`config.mk`:
```
export PLATFORM = sky130hd
export DESIGN_NAME = gtp_frame_rcv
export DESIGN_NICKNAME = d
export VERILOG_FILES = /design/src/rtl/gtp_frame_rcv.sv
export SDC_FILE = /design/constraint.sdc
export NUM_CORES = 1
export LEC_CHECK = 0
export ABC_AREA = 1
export BUFFER_PORTS_ARGS = -buffer_cell sky130_fd_sc_hd__buf_2
export CORE_AREA = 3 3 142 144
export CTS_CLUSTER_DIAMETER = 40
export DETAILED_ROUTE_END_ITERATION = 8
export DIE_AREA = 0 0 145 147
export HOLD_SLACK_MARGIN = 0.06
export PLACE_DENSITY = 0.51
export SYNTH_ARGS = -nofsm -noshare
export SYNTH_HDL_FRONTEND = slang
export SYNTH_SLANG_ARGS = --single-unit
```
`constraint.sdc`:
```
create_clock -name clk -period 2.4 [get_ports clk]
set_input_delay 0.72 -clock clk [delete_from_list [all_inputs] [get_ports clk]]
set_output_delay 0.72 -clock clk [all_outputs]
set_load 0.05 [all_outputs]
```
`src/rtl/gtp_frame_rcv.sv`:
```
`default_nettype none
// -----------------------------------------------------------------------------
// gtp_frame_rcv : per-lane frame delimiter, length/checksum checker and payload streamer. Rev 1.0
// -----------------------------------------------------------------------------
module gtp_frame_rcv #(
    parameter int MAXLEN = 1024,
    parameter int CNT_W  = 16
) (
    input  logic             clk,
    input  logic             rst_n,
    input  logic [15:0]      rx_data,
    input  logic             rx_k,
    output logic [15:0]      dout,
    output logic             dout_valid,
    output logic             dout_sop,
    output logic             dout_eop,
    output logic [3:0]       dout_tag,
    output logic             done,
    output logic             done_ok,
    output logic [1:0]       err_code,
    output logic [CNT_W-1:0] frame_cnt,
    output logic [CNT_W-1:0] err_cnt
);

    localparam logic [1:0] S_IDLE    = 2'd0;
    localparam logic [1:0] S_PAYLOAD = 2'd1;
    localparam logic [1:0] S_CSUM    = 2'd2;
    localparam logic [1:0] S_SKIP    = 2'd3;

    localparam logic [11:0]      MAXLEN_W = 12'(MAXLEN);
    localparam logic [CNT_W-1:0] CNT_ONE  = CNT_W'(1);

    logic [1:0]  state;
    logic [15:0] acc;
    logic [10:0] remain;
    logic        first;

    logic        is_hdr;
    logic [10:0] hdr_len;
    logic        len_ok;

    assign is_hdr  = !rx_k && rx_data[15];
    assign hdr_len = rx_data[10:0];
    assign len_ok  = (hdr_len != 11'd0) && ({1'b0, hdr_len} <= MAXLEN_W);

    always_ff @(posedge clk or negedge rst_n) begin
        if (!rst_n) begin
            state      <= S_IDLE;
            acc        <= 16'd0;
            remain     <= 11'd0;
            first      <= 1'b0;
            dout       <= 16'd0;
            dout_valid <= 1'b0;
            dout_sop   <= 1'b0;
            dout_eop   <= 1'b0;
            dout_tag   <= 4'd0;
            done       <= 1'b0;
            done_ok    <= 1'b0;
            err_code   <= 2'd0;
            frame_cnt  <= '0;
            err_cnt    <= '0;
        end else begin
            dout_valid <= 1'b0;
            dout_sop   <= 1'b0;
            dout_eop   <= 1'b0;
            done       <= 1'b0;
            case (state)
                S_IDLE: begin
                    // K words and stray data words (bit15=0) are ignored here
                    if (is_hdr) begin
                        if (len_ok) begin
                            dout_tag <= rx_data[14:11];
                            remain   <= hdr_len;
                            acc      <= rx_data;
                            first    <= 1'b1;
                            state    <= S_PAYLOAD;
                        end else begin
                            done     <= 1'b1;
                            done_ok  <= 1'b0;
                            err_code <= 2'd1;
                            err_cnt  <= err_cnt + CNT_ONE;
                            state    <= S_SKIP;
                        end
                    end
                end
                S_PAYLOAD: begin
                    if (rx_k) begin
                        done     <= 1'b1;
                        done_ok  <= 1'b0;
                        err_code <= 2'd2;
                        err_cnt  <= err_cnt + CNT_ONE;
                        state    <= S_IDLE;
                    end else begin
                        dout       <= rx_data;
                        dout_valid <= 1'b1;
                        dout_sop   <= first;
                        dout_eop   <= (remain == 11'd1);
                        first      <= 1'b0;
                        acc        <= acc + rx_data;
                        remain     <= remain - 11'd1;
                        if (remain == 11'd1) begin
                            state <= S_CSUM;
                        end
                    end
                end
                S_CSUM: begin
                    done  <= 1'b1;
                    state <= S_IDLE;
                    if (rx_k) begin
                        done_ok  <= 1'b0;
                        err_code <= 2'd2;
                        err_cnt  <= err_cnt + CNT_ONE;
                    end else if (rx_data == acc) begin
                        done_ok   <= 1'b1;
                        err_code  <= 2'd0;
                        frame_cnt <= frame_cnt + CNT_ONE;
                    end else begin
                        done_ok  <= 1'b0;
                        err_code <= 2'd3;
                        err_cnt  <= err_cnt + CNT_ONE;
                    end
                end
                S_SKIP: begin
                    if (rx_k) begin
                        state <= S_IDLE;
                    end
                end
                default: state <= S_IDLE;
            endcase
        end
    end

endmodule
`default_nettype wire
```
======== Word level (Yosys, flattened, before mapping) ========
Cells that the tools add are included.
cells by class
  add/subtract/negate cells ............... 4
  $lt $le $gt $ge ......................... 1
  equal/unequal tests ..................... 13
  muxes and demuxes ....................... 46
  bitwise logic cells ..................... 1
  reduce and logical (&&, ||, !) cells .... 14
operator list
  kind                   count
  $mux 16                8
  $pmux 16 s3            1
  $mux 11                3
  $add 16x1->16 const B  2
  $pmux 16 s2            1
  $pmux 11 s2            1
  $mux 2                 10
  $mux 1                 17
  $add 16x16->16         1
  $eq 16x16->1           1
  $ne 2x2->1 const B     6
  $eq 11x1->1 const B    1
  $le 11x11->1 const B   1
  $reduce_bool 11->1     1
  $sub 11x1->11 const B  1
  $reduce_and 3->1       3
  $pmux 2 s4             1
  $reduce_and 4->1       2
  $ne 3x3->1 const B     2
  $pmux 1 s3             2
  $pmux 2 s3             1
  $reduce_and 5->1       1
  $eq 2x2->1 const B     2
  $reduce_bool 3->1      1
  8 further kinds        9
storage, ports and cells
  register bits after elaboration ......... 89
  input port bits ......................... 19
  output and inout bits ................... 59
  logic and storage cells ................. 93

======== Depth between registers and ports, before layout ========
Gate-level depths: netlist of run 1.
  depth in word-level cells ............... 5
  mapped depth ............................ 12
  mapped depth without buffers ............ 12

======== Least setup slack after synthesis of run 1 ========
OpenSTA, ideal clock, no wires.
  path kind ............................... in2reg
  start point ............................. in rx_data[13]
  end point ............................... reg frame_cnt[14]
  setup time .............................. 123 ps
  data arrival time ....................... 2019 ps
  required time ........................... 2277 ps
  slack ................................... 257 ps
  cell stages on the path ................. 10
  path buffers ............................ 1
  path through ............................ ha_1 inv_2 nand3_1 nor2_2 nand3_1 nor2_4 nand2_2 buf_2 nand2_1 o21ai_1
on the way
  longest elaborated chain between the ends .. 2
RTL lines
  what                               line  RTL
  start, declared                    11    input logic [15:0] rx_data,
  $eq 16x16->1                       113   end else if (rx_data == acc) begin
  $reduce_and 3->1 (no source line)  -
  end signal, assigned               116   frame_cnt <= frame_cnt + CNT_ONE;
  end, declared                      21    output logic [CNT_W-1:0] frame_cnt,
No other way between the ends.
A chain may end at the register's enable or synchronous reset.

======== Final worst setup path of run 1 ========
  start point ............................. in rx_data[0]
  end point ............................... reg acc[8]
on the way
  longest elaborated chain between the ends .. 4
  elaborated cells between the ends (all ways) .. 8
  those cells by class .................... add/sub (1); order compare (1); eq/ne (1); mux (2); reduce/logical (3)
RTL lines
  what                                                    line  RTL
  branches (longest 4 deep; another with $add 16x16->16)  -
  end signal, assigned                                    74    acc <= rx_data;
  end signal, assigned                                    99    acc <= acc + rx_data;
  end, declared                                           34    logic [15:0] acc;
Parallel ways; which one is timed is not known. The select of a mux whose other input is x is not followed.

==> results.txt, run 1 <==
Ys Warns: 0
n_diodes: 0
cells after synthesis: 792
Die W: 145 microns
RSZ-0062 raised after global routing: false
placed instance count: 1141
Clk pwr share: 0.170
HP Class: in2async
status: completed
initial antenna violation count: 0
area leader, netlist: dfrtp_1
r2r startpoint: state[1]$_DFFE_PN0P_
area of placed instances: 0.00655 sq mm
Synth area leaders: dfrtp_1 39%, nand2_1 17%, inv_1 6.1%
max_cap viols: 0
CTS H-Tree Depth: 3
Routed Antenna Nets: 0
synthesized area: 0.00571 sq mm
CP most frequent cell: nand2_1
Psw: 0.00443 W
number of global-route vias before repair: 5166
Max Root-Sink Buffers: 2
Fin. Hold Viols: 0
Leakage: 3.55 nW
Cell variety after synth: 37
Async SR Flop Fraction: 1.00
DP HPWL: 12000 microns
non-filler cells, final: 1157
CP required: 2.64 ns
Setup Slack @ Placement: -0.0243 ns
final period utilization: 0.863
die area: 0.0213 sq mm
PD cells: 1290 mW/mm^2
Switching Fraction: 0.500
top-level port count: 78
top_reg_cell synth: dfrtp_1
Worst Reg2Reg Path Length in Cells: 8
GP Congestion: 0.840
largest net degree at the start of global routing: 53
CP Data Arrival Time: 2.31 ns
Post-route DRC: 0
post-synthesis sequential area ratio: 0.390
top cell type's share of synthesized area: 0.390
utilization after layout: 0.364
minimum hold slack: 0.211 ns
1st-pass router iterations: 5
Starting Density: 0.303
clock latency on the worst-skew pair: 0.35 ns
commonest cells in the synthesized netlist: 260 x nand2_1, 93 x inv_1, 89 x dfrtp_1
total number of placement rows: 50
Pint: 0.00443 W
post-route minimum period: 2.07 ns
Max-slew headroom: 0.744
first-pass GRT wire length: 26300 microns
CTS Buf Count: 9
layout cell share with drive strength beyond 1: 0.171
NumNets Final: 937
count of input and output buffers: 77
hold buffers post-CTS: 0
GRT Util Overall: 0.151
remaining global-route overflow: 0
Max Slew Vio Count: 0
FF-to-FF setup slack: 0.36 ns
Setup CP Type: in2reg
height of the die: 147 microns
max incr delay on CP: 0.47 ns
Setup Skew: 0.00779 ns
most numerous cell in the Yosys netlist: nand2_1
DRT Wirelength: 15500 microns
CP Launch Type: primary input
CTS tree: built
final setup violation count: 0
clk root buf: clkbuf_16
FF+latch count, synth: 89
slowest CP cell: fa_1
Via density: 4.44
Post-Syn Area per Cell: 7.20 sq um
Peak Freq: 483 MHz
final worst slack: 0.329 ns
Avg WL per Cell: 13.4 microns
Mapped Nets: 837
post-cts sizing count: 0
Finished Cell Area: 0.00686 sq mm
Layout area overhead: 20.2%
DR vias: 5133
Iter 0 DRT Violations: 279
Gate power share: 0.552
Setup Buffers After CTS: 0
Max VDD drop: 0.462 mV
Post-synth EDFFs: 0
worst setup path start: rx_data[0]
clk slew on worst S/H paths: 0.07 ns
Sink Count: 89
reg2reg end: remain[3]$_DFFE_PN0P_
maximum fanout along the worst path: 4
CP Capture Type: flop
CP Capture Point: acc[8]$_DFFE_PN0P_
Core ar.: 0.0188 sq mm
Reg power frac: 0.278
cell chain of the critical path: buf_2 -> ha_1 -> fa_1 -> nand3_1 -> nand3_1 -> nand2_1 -> nand3_1 -> nand2_1 -> o21ai_0 -> nand2_1 -> nand2_1
Worst Max-Slew Pin Slew: 0.384 ns
==> critical path: cells and delay by family <==
family,cells,cell delay [ns]
adders and majority gates,2,0.70
buffers and inverters,1,0.12
AOI/OAI and AO/OA,1,0.07
and+or+nand+nor,7,0.68
==> power by group through the flow <==
stage                     clock network (W)  registers, W  logic [W]
after floorplan                           0       0.00340    0.00273
after global placement                    0       0.00249    0.00489
after detailed placement                  0       0.00249    0.00492
after CTS                           0.00157       0.00247    0.00494
after global routing                0.00163       0.00255    0.00552
final                               0.00151       0.00246    0.00489
==> final cells by class <==
cell class	count	area, sq um
multi-input combinational	585	2980
inverter	100	375
fill	2034	12000
sequential	89	2230
clock inverter	6	71.3
tap	260	325
timing repair buffer	107	638
clock buffer	10	239
==> routing by layer <==
metal  vias to the layer above  wire length, microns  track usage
met2                        84                  6930        0.241
li1                       2714                     -            -
met4                         0                   261       0.0523
met5                         -                     0            0
met1                      2318                  7740        0.211
met3                        17                   568       0.0219
==> logic make-up (layout without fill, tap and decap cells) <==
| logic type | count (synthesis) | after routing | share of synthesized area |
|---|---|---|---|
| buffers and inverters | 118 | 223 | 0.0866 |
| adder cells (fa/ha/maj) | 26 | 26 | 0.0583 |
| AND/OR/NAND/NOR | 434 | 434 | 0.320 |
| flip-flops | 89 | 89 | 0.390 |
| AO/OA/AOI/OAI | 88 | 88 | 0.0866 |
| XOR/XNOR | 37 | 37 | 0.0581 |
==> metrics by stage <==
| stage | power, W | TNS (ns) |
|---|---|---|
| after floorplan | 0.00613 | 0 |
| after global placement | 0.00739 | -0.0433 |
| after detailed placement | 0.00741 | -0.0746 |
| after CTS | 0.00898 | 0 |
| after global routing | 0.00970 | 0 |
| final | 0.00886 | 0 |
==> how the worst min path moves through the flow <==
stage	from	end	cells after the start
5_1_grt	rst_n	acc[4]$_DFFE_PN0P_	1
4_1_cts	rst_n	acc[4]$_DFFE_PN0P_	1
2_1_floorplan	rst_n	acc[0]$_DFFE_PN0P_	0
6_report	rst_n	dout[4]$_DFFE_PN0P_	1
3_5_place_dp	dout[8]$_DFFE_PN0P_	dout[8]$_DFFE_PN0P_	2
3_3_place_gp	dout[8]$_DFFE_PN0P_	dout[8]$_DFFE_PN0P_	2
==> flip-flops by register name, summed over array words and instances, names as in the netlist <==
name and count:
dout 16, dout_valid 1, first 1, err_cnt 16, done 1, state 2, dout_eop 1, done_ok 1
dout_sop 1, dout_tag 4, frame_cnt 16, err_code 2, remain 11, acc 16
==> layout by cell type (no fill, tap or decap), types with 8 or more instances in the layout <==
master	n
clkbuf_16	9
o21ai_2	8
xor2_1	14
nand4_1	15
buf_2	76
xnor2_1	22
dfrtp_1	89
o21ai_1	18
inv_1	93
nor3_1	10
nand3_1	52
o21ai_0	37
nand2_1	260
a21oi_1	18
ha_1	25
nor2_1	80
buf_4	29
(Power assumes the default switching activity.)
==> inputs of run 2 (changes only) <==
Settings changed: ABC_AREA 1 to default, CORE_AREA 3 3 142 144 to 3 3 133 135, DIE_AREA 0 0 145 147 to 0 0 136 138.
==> results.txt, run 2 <==
Max Slew Vio Count: 0 (unchanged)
CP Data Arrival Time: 2.91 ns (+0.60 ns)
GP Congestion: 0.918 (+9.3%)
Leakage: 3.40 nW (-4.3%)
Setup Slack @ Placement: -0.862 ns (-0.837 ns)
Cell variety after synth: 63 (+70%)
count of input and output buffers: 77 (unchanged)
Peak Freq: 374 MHz (-22%)
status: finished, violations left
placed instance count: 864 (-24%)
Starting Density: 0.299 (-0.00368)
DP HPWL: 10200 microns (-16%)
final worst slack: -0.272 ns (-0.601 ns)
DR vias: 4411 (-14%)
commonest cells in the synthesized netlist: 89 x dfrtp_1, 86 x nand2_1, 36 x o21ai_0
Setup CP Type: in2reg
total number of placement rows: 47 (-6.0%)
minimum hold slack: 0.318 ns (+0.107 ns)
Layout area overhead: 44.9%
PD cells: 1250 mW/mm^2 (-3.2%)
Post-Syn Area per Cell: 9.68 sq um (+34%)
Max VDD drop: 0.768 mV (+66%)
CTS H-Tree Depth: 3 (unchanged)
CTS Buf Count: 9 (unchanged)
CP required: 2.64 ns (about the same)
Max-slew headroom: 0.593 (-0.151)
non-filler cells, final: 904 (-22%)
max_cap viols: 0 (unchanged)
Setup Skew: 0.0109 ns (+0.00314 ns)
most numerous cell in the Yosys netlist: dfrtp_1
Routed Antenna Nets: 0 (unchanged)
DRT Wirelength: 14500 microns (-6.2%)
top cell type's share of synthesized area: 0.449 (+0.0584)
Die W: 136 microns (-6.2%)
hold buffers post-CTS: 0 (unchanged)
top-level port count: 78 (unchanged)
first-pass GRT wire length: 23900 microns (-8.9%)
number of global-route vias before repair: 4508 (-13%)
initial antenna violation count: 1 (+1)
final period utilization: 1.11 (+0.250)
Ys Warns: 0 (unchanged)
Sink Count: 89 (unchanged)
GRT Util Overall: 0.158 (+0.00673)
Async SR Flop Fraction: 1.00 (unchanged)
PnR Total Power: 0.00899 W (+1.5%)
clk root buf: clkbuf_16
Synth area leaders: dfrtp_1 45%, nand2_1 6.5%, ha_1 6.3%
post-synthesis sequential area ratio: 0.449 (+0.0584)
largest net degree at the start of global routing: 42 (-21%)
Iter 0 DRT Violations: 233 (-16%)
Post-route DRC: 0 (unchanged)
FF+latch count, synth: 89 (unchanged)
max incr delay on CP: 0.55 ns (+0.08 ns)
layout cell share with drive strength beyond 1: 0.401 (+0.231)
slowest CP cell: or4_4
CP Capture Type: flop
remaining global-route overflow: 0 (unchanged)
cells after synthesis: 513 (-35%)
Max Root-Sink Buffers: 2 (unchanged)
final setup violation count: 47 (+47)
post-route minimum period: 2.67 ns (+0.601 ns)
Worst Max-Slew Pin Slew: 0.605 ns (+0.221 ns)
CP most frequent cell: buf_6
area leader, netlist: dfrtp_1
setup tns final: -6.56 ns (-6.56 ns)
commonest cells after routing, fill and taps aside: 89 x dfrtp_1, 82 x nand2_1, 73 x buf_4, 72 x buf_2, 26 x xnor2_1
CP Launch Type: primary input
failing checks: setup timing
CTS tree: built
height of the die: 138 microns (-6.1%)
HP Class: in2async
clk slew on worst S/H paths: 0.07 ns (about the same)
maximum fanout along the worst path: 8 (+4)
synthesized area: 0.00496 sq mm (-13%)
commonest non-fill, non-tap cell in the layout: dfrtp_1
Via density: 4.88 (+10%)
Fin. Hold Viols: 0 (unchanged)
Post-synth EDFFs: 0 (unchanged)
RSZ-0062 raised after global routing: true
1st-pass router iterations: 5 (unchanged)
die area: 0.0188 sq mm (-12%)
Avg WL per Cell: 16.1 microns (+20%)
clock latency on the worst-skew pair: 0.35 ns (about the same)
Mapped Nets: 558 (-33%)
cell chain of the critical path: buf_6 -> ha_4 -> or4_4 -> nor4_4 -> nand4_1 -> buf_6 -> nor3b_4 -> buf_12 -> buf_4 -> nor3_4 -> mux2_4
Core ar.: 0.0166 sq mm (-12%)
top_reg_cell synth: dfrtp_1
NumNets Final: 723 (-23%)
[run 2: metrics by stage]
| stage | util | instance area (sq um) |
|---|---|---|
| after CTS | 0.422 | 7000 |
| after global placement | 0.375 | 6220 |
| final | 0.434 | 7190 |
| after floorplan | - | 5060 |
| after detailed placement | 0.375 | 6220 |
| after global routing | 0.434 | 7190 |
[run 2: cell type report]
type                            instances  area (sq um)
Clock buffer                           10           229
Timing Repair Buffer                  174          1310
Clock inverter                          6          90.1
Fill cell                            1641          9390
Tap cell                              220           275
Sequential cell                        89          2230
Multi-Input combinational cell        394          3020
Antenna cell                            1          2.50
Inverter                               10          37.5
[run 2: path summary, 6_finish.rpt]
| kind | from | to | slack (ns) | cells after the start |
|---|---|---|---|---|
| hold reg to reg | err_cnt[15]$_DFFE_PN0P_ | err_cnt[15]$_DFFE_PN0P_ | 0.46 | 1 |
| max in group asynchronous | rst_n | err_cnt[15]$_DFFE_PN0P_ | 1.43 | 2 |
| setup reg to reg | acc[11]$_DFFE_PN0P_ | err_cnt[1]$_DFFE_PN0P_ | -0.25 | 10 |
| min in group clk | err_cnt[15]$_DFFE_PN0P_ | err_cnt[15]$_DFFE_PN0P_ | 0.46 | 1 |
| hold / removal | rst_n | acc[11]$_DFFE_PN0P_ | 0.32 | 1 |
| setup / recovery | rx_data[11] | err_cnt[1]$_DFFE_PN0P_ | -0.27 | 11 |
[run 2: power breakdown]
part	switching [W]	internal (W)	leakage (nW)
clock	0.000605	0.000916	0.153
sequential	0.000444	0.00200	1.13
combinational	0.00294	0.00209	2.12
[run 2: metal layers]
layer  track usage  share of wire  up-vias
li1              -              -     2161
met1         0.217           0.47     2155
met2         0.252           0.48       77
met3        0.0323          0.036       18
met4        0.0467          0.015        0
met5             0              0        -
[run 2: logic make-up (layout without fill, tap and decap cells)]
logic type | count (synthesis) | in the layout | synth area share
flip-flops | 89 | 89 | 0.449
multiplexers | 21 | 21 | 0.0446
AO/OA/AOI/OAI | 109 | 109 | 0.131
adder cells (fa/ha/maj) | 26 | 26 | 0.0671
XOR/XNOR | 41 | 41 | 0.0723
AND/OR/NAND/NOR | 195 | 197 | 0.204
other | 0 | 1 | 0
buffers and inverters | 32 | 200 | 0.0315
[run 2: what timing repair did]
action                     CTS  global route
gates cloned                 4             1
buffers inserted            19             8
setup endpoints to repair   54            58
pin swaps                   37            14
resized for setup           66            45
[run 2: worst max-delay path, delay by kind of cell]
kind	cells	cell delay, ns
adders and majority gates	1	0.20
buffers and inverters	4	0.54
muxes	1	0.31
and+or+nand+nor	5	1.13
